<file path="src/rtl/stack_control.sv">
// Two-cycle FETCH/EXEC sequencer for a stack-machine datapath.
// Optional STACK_CTRL_TRAP_EN: trap undefined opcodes into HALT with illegal set.
module stack_control (
    input  logic        clk,
    input  logic        rst,
    input  logic        start,
    input  logic [4:0]  new_instr,
    input  logic [10:0] new_addr,
    input  logic        tos_or,
    input  logic [15:0] r_tos,
    output logic [10:0] mem_addr,
    output logic [15:0] r_in,
    output logic        data_pop,
    output logic        data_push,
    output logic        dw_tos,
    output logic        dw_next,
    output logic        r_pop,
    output logic        r_push,
    output logic        rw_tos,
    output logic        w_mem,
    output logic        r_select,
    output logic [1:0]  d_select,
    output logic [3:0]  alu_select,
    output logic        busy,
    output logic        halted,
    output logic        illegal
);

    typedef enum logic [1:0] {IDLE, FETCH, EXEC, HALT} state_t;

    localparam logic [3:0] OP_NOP   = 4'b0000;
    localparam logic [3:0] OP_HALT  = 4'b0001;
    localparam logic [3:0] OP_LOAD  = 4'b0010;
    localparam logic [3:0] OP_STORE = 4'b0011;
    localparam logic [3:0] OP_JMP   = 4'b0100;
    localparam logic [3:0] OP_JZ    = 4'b0101;
    localparam logic [3:0] OP_CALL  = 4'b0110;
    localparam logic [3:0] OP_RET   = 4'b0111;
    localparam logic [3:0] OP_TOR   = 4'b1000;
    localparam logic [3:0] OP_FROMR = 4'b1001;
    localparam logic [3:0] OP_DECR  = 4'b1010;

    state_t      state, state_next;
    logic [10:0] pc, pc_next;
    logic [4:0]  ir;
    logic [10:0] ar;

    // Only the low 11 bits of the return stack form a code address.
    logic unused_rtos;
    assign unused_rtos = ^r_tos[15:11];

    assign r_in   = {5'b0, pc};
    assign busy   = (state == FETCH) || (state == EXEC);
    assign halted = (state == HALT);

`ifdef STACK_CTRL_TRAP_EN
    logic illegal_q, illegal_set, illegal_clr;
    assign illegal = illegal_q;

    always_ff @(posedge clk or negedge rst) begin
        if (!rst)
            illegal_q <= 1'b0;
        else if (illegal_clr)
            illegal_q <= 1'b0;
        else if (illegal_set)
            illegal_q <= 1'b1;
    end
`else
    assign illegal = 1'b0;
`endif

    always_ff @(posedge clk or negedge rst) begin
        if (!rst) begin
            state <= IDLE;
            pc    <= '0;
            ir    <= '0;
            ar    <= '0;
        end else begin
            state <= state_next;
            pc    <= pc_next;
            if (state == FETCH) begin
                ir <= new_instr;
                ar <= new_addr;
            end
        end
    end

    always_comb begin
        state_next = state;
        pc_next    = pc;
        mem_addr   = pc;
        data_pop   = 1'b0;
        data_push  = 1'b0;
        dw_tos     = 1'b0;
        dw_next    = 1'b0;
        r_pop      = 1'b0;
        r_push     = 1'b0;
        rw_tos     = 1'b0;
        w_mem      = 1'b0;
        r_select   = 1'b0;
        d_select   = 2'b00;
        alu_select = 4'b0000;
`ifdef STACK_CTRL_TRAP_EN
        illegal_set = 1'b0;
        illegal_clr = 1'b0;
`endif
        unique case (state)
            IDLE: begin
                if (start)
                    state_next = FETCH;
            end
            FETCH: begin
                pc_next    = pc + 11'd1;
                state_next = EXEC;
            end
            EXEC: begin
                mem_addr   = ar;
                state_next = FETCH;
                if (ir[4]) begin
                    alu_select = ir[3:0];
                    data_pop   = 1'b1;
                    dw_tos     = 1'b1;
                    dw_next    = 1'b1;
                    d_select   = 2'b10;
                end else begin
                    unique case (ir[3:0])
                        OP_NOP: ;
                        OP_HALT:
                            state_next = HALT;
                        OP_LOAD: begin
                            data_push = 1'b1;
                            dw_tos    = 1'b1;
                        end
                        OP_STORE: begin
                            w_mem    = 1'b1;
                            data_pop = 1'b1;
                        end
                        OP_JMP:
                            pc_next = ar;
                        OP_JZ: begin
                            data_pop = 1'b1;
                            if (!tos_or)
                                pc_next = ar;
                        end
                        OP_CALL: begin
                            r_push  = 1'b1;
                            rw_tos  = 1'b1;
                            pc_next = ar;
                        end
                        OP_RET: begin
                            r_pop   = 1'b1;
                            pc_next = r_tos[10:0];
                        end
                        OP_TOR: begin
                            r_push   = 1'b1;
                            rw_tos   = 1'b1;
                            r_select = 1'b1;
                            data_pop = 1'b1;
                        end
                        OP_FROMR: begin
                            data_push = 1'b1;
                            dw_tos    = 1'b1;
                            d_select  = 2'b01;
                            r_pop     = 1'b1;
                        end
                        OP_DECR: begin
                            data_push = 1'b1;
                            dw_tos    = 1'b1;
                            d_select  = 2'b11;
                        end
                        default: begin
`ifdef STACK_CTRL_TRAP_EN
                            illegal_set = 1'b1;
                            state_next  = HALT;
`endif
                        end
                    endcase
                end
            end
            HALT: begin
                if (start) begin
                    pc_next    = '0;
                    state_next = FETCH;
`ifdef STACK_CTRL_TRAP_EN
                    illegal_clr = 1'b1;
`endif
                end
            end
            default:
                state_next = IDLE;
        endcase
    end

endmodule

</file>
<file path="config.mk">
export PLATFORM = sky130hd
export DESIGN_NAME = stack_control
export DESIGN_NICKNAME = d
export VERILOG_FILES = /design/src/rtl/stack_control.sv
export SDC_FILE = /design/constraint.sdc
export NUM_CORES = 1
export LEC_CHECK = 0
export ABC_AREA = 0
export BUFFER_PORTS_ARGS = -buffer_cell sky130_fd_sc_hd__buf_4
export CAP_MARGIN = 20
export CELL_PAD_IN_SITES_DETAIL_PLACEMENT = 1
export CELL_PAD_IN_SITES_GLOBAL_PLACEMENT = 2
export CORE_UTILIZATION = 28
export CTS_BUF_LIST = sky130_fd_sc_hd__clkbuf_4 sky130_fd_sc_hd__clkbuf_8 sky130_fd_sc_hd__clkbuf_16
export DETAILED_ROUTE_END_ITERATION = 12
export GPL_ROUTABILITY_DRIVEN = 0
export PLACE_DENSITY_LB_ADDON = 0.1
export SYNTH_ARGS = -nofsm -noshare
export SYNTH_HDL_FRONTEND = slang
export SYNTH_SLANG_ARGS = --single-unit
export TNS_END_PERCENT = 5
</file>
<file path="constraint.sdc">
create_clock -name clk -period 2.17 [get_ports clk]
set_clock_uncertainty 0.05 [all_clocks]
set_input_delay 0.1085 -clock clk [delete_from_list [all_inputs] [get_ports clk]]
set_output_delay 0.1085 -clock clk [all_outputs]
set_load 0.005 [all_outputs]
</file>
==> impl_metrics.json <==
{
  "run_status": "complete, no violations",
  "ioPinCount": 81,
  "worstSkewPairLatency_ns": 0.28,
  "cts_num_sinks": 29,
  "synth_edf_count": 0,
  "arrival_ns": 1.90,
  "fin_crit_ns": 2.05,
  "cts_tree": "built",
  "synth_compound_gate_area_share": 0.131,
  "drv_cap": 0,
  "power_density_nw_per_um2": 1450,
  "min_path_type": "primary input to flip-flop",
  "dr.first_iter.drc_count": 48,
  "post_synth.cell_area_avg_sq_um": 9.89,
  "synth_cell_types": 49,
  "worst_setup_path_startpoint": "state[0]",
  "via_count_of_the_first_global_routing_pass": 1879,
  "die_y_microns": 87.5,
  "max_clock_freq_ghz": 0.487,
  "layout-area-overhead-vs-synth_pct": 40.2,
  "post_synth_mux_area_share": 0.213,
  "synthTopCellsByArea": "dfrtp_1, mux2_2, ha_1",
  "fraction_of_final_layout_cells_with_drive_strength_greater_than_1": 0.477,
  "antenna_found_initial": 0,
  "dp_hpwl_mm": 4.55,
  "finalSetupViolations": 0,
  "reg2reg_from": "state[0]",
  "crit_required_ns": 2.01,
  "fin_tns_setup_ns": 0,
  "core_area_sq_um": 6940,
  "hold_path.startpoint": "new_addr[5]",
  "synth.top_cell.area_share": 0.355,
  "clock-root-buffer": "clkbuf_8",
  "rsz0062_at_grt": "no",
  "vias_per_cell": 4.95,
  "hold_viol_final": 0,
  "cts_max_path_buffers": 2,
  "vias": 1896,
  "synth_ff_type": "dfrtp_1",
  "synth_seq_area_share": 0.355,
  "synth_top_family_by_area": "multiplexers",
  "synth-simple-area-share": 0.185,
  "drc": 0,
  "die_area_sq_um": 7660,
  "finish.instance_area_sq_um": 2870,
  "nNetsFinal": 329,
  "mostFrequentLayoutCells": "buf_4, mux2_2, dfrtp_1",
  "synthesis.instances": 207,
  "synth-seq-cells": 29,
  "cts-htree-levels": 2,
  "antenna-diode-count": 0,
  "ant_nets": 0,
  "final_core_utilization": 0.413,
  "grt_pass1_wl_mm": 9.58,
  "yosys.area_share.adder": 0.0428,
  "warnings_synthesis": 0,
  "placement.cell_area_sq_um": 2720,
  "worst-r2r-setup-slack_ns": 0.20,
  "worst_hold_slack_ns": 0.00957,
  "floorplan.rows": 30,
  "pin_count_of_the_biggest_net_entering_global_routing": 30,
  "placement.io_buffers": 69,
  "avgRoutedWirePerCell_microns": 15.8,
  "globalRouteTotalUtil": 0.165,
  "cp_max_fo": 8,
  "cts_buffers": 5,
  "power_leakage_nw": 1.33,
  "slew_viol_final": 0,
  "fillerInstances": 825,
  "cts.reportedPaths.clkPinSlew_ns": 0.07,
  "fp.dieW_microns": 87.5,
  "synth_xor_xnor_area_share": 0.00856,
  "peak_vdd_ir_v": 0.000685,
  "initial_utilization": 0.295,
  "post_synthesis_instance_area_sq_um": 2050,
  "drt_pre_antenna_iters": 4,
  "crit_type": "flip-flop to primary output",
  "yosysTopAreaCell": "dfrtp_1",
  "share_of_the_cycle_needed_by_the_critical_path_after_routing": 0.947,
  "timing.critical_path.from_type": "flip-flop",
  "layout.cells.most_common": "buf_4",
  "cp-end-kind": "primary output",
  "grt.overflow.total": 0,
  "asyncSetResetFlopFracSynth": 1.00,
  "detail_route.wirelength_mm": 6.05,
  "post-cts-setup-buffer-count": 0
}
==> final cells by class <==
cell class,instances,area (sq um),area share
timing repair buffer,88,666,0.232
multi-input combinational,156,1210,0.423
tap,96,120,0.0419
clock buffer,7,90.1,0.0314
clock inverter,1,30.0,0.0105
inverter,6,22.5,0.00785
sequential,29,726,0.253
==> Yosys cell counts, types with 2 or more instances <==
master	n
o311ai_0	5
nor2b_1	3
a211o_1	2
buf_4	7
buf_2	2
o21ai_0	7
nand4_1	2
nor3_1	5
nand3_1	8
nand2_1	7
nor4_1	4
a21oi_1	5
o22ai_1	3
o31ai_1	6
inv_1	6
buf_1	2
nand2b_1	7
nor2_1	7
clkbuf_1	10
ha_1	7
xnor2_1	2
mux2i_1	3
nor3b_1	3
dfrtp_1	29
o21a_1	2
mux2_2	36
and3_1	5
==> kinds of logic (layout without fill, tap and decap cells) <==
| logic type | after synthesis | in the layout |
|---|---|---|
| other cells | 1 | 6 |
| mux | 39 | 39 |
| fa+ha+maj | 7 | 7 |
| simple gates | 64 | 64 |
| buf+inv | 27 | 102 |
| xor+xnor | 2 | 2 |
| compound gates | 38 | 38 |
| flops | 29 | 29 |
==> stage by stage <==
stage / setup slack, ns / total power [mW] / std cells
2_1_floorplan: 0.145 / 2.53 / 212
3_3_place_gp: 0.124 / 3.56 / 373
3_5_place_dp: 0.0774 / 3.60 / 373
4_1_cts: 0.0630 / 4.22 / 382
5_1_grt: 0.00481 / 4.51 / 383
6_report: 0.115 / 4.17 / 383
==> layer usage <==
layer  vias up  GRT usage  share of wire
met5         -          0              0
met4         0     0.0358         0.0079
met3         6     0.0341          0.042
met2        49      0.260           0.45
met1       925      0.232           0.50
li1        916          -              -
==> final timing paths <==
| kind | end | depth (start not counted) |
|---|---|---|
| worst max-delay path | w_mem | 6 |
| worst min-delay path | ar[5] | 2 |
| worst max register to register | pc[9] | 6 |
| worst min register to register | ar[6] | 1 |
| max in group asynchronous | pc[0] | 2 |
| min in group asynchronous | pc[6] | 2 |
==> sequential cells by signal, indices dropped and copies added (netlist names) <==
signal	flops
pc	11
state	2
ar	11
ir	5
==> what timing repair did <==
action | 4_1_cts | 5_1_grt
gates resized for setup | 0 | 1
hold endpoints to repair | 29 | 1
endpoints found under the setup margin | 0 | 8
hold buffers | 1 | 1
==> where the power goes <==
part | internal [mW] | total (mW) | switching, mW
Combinational | 1.36 | 2.50 | 1.14
Sequential | 0.791 | 1.06 | 0.268
Clock | 0.387 | 0.603 | 0.217
==> critical path: stages, from the launching register on <==
cell      delay [ns]
dfrtp_1         0.40
inv_1           0.11
ha_1            0.24
buf_4           0.18
nand2b_1        0.14
nor4b_1         0.37
buf_4           0.18
Power figures use the tool's default switching activity.
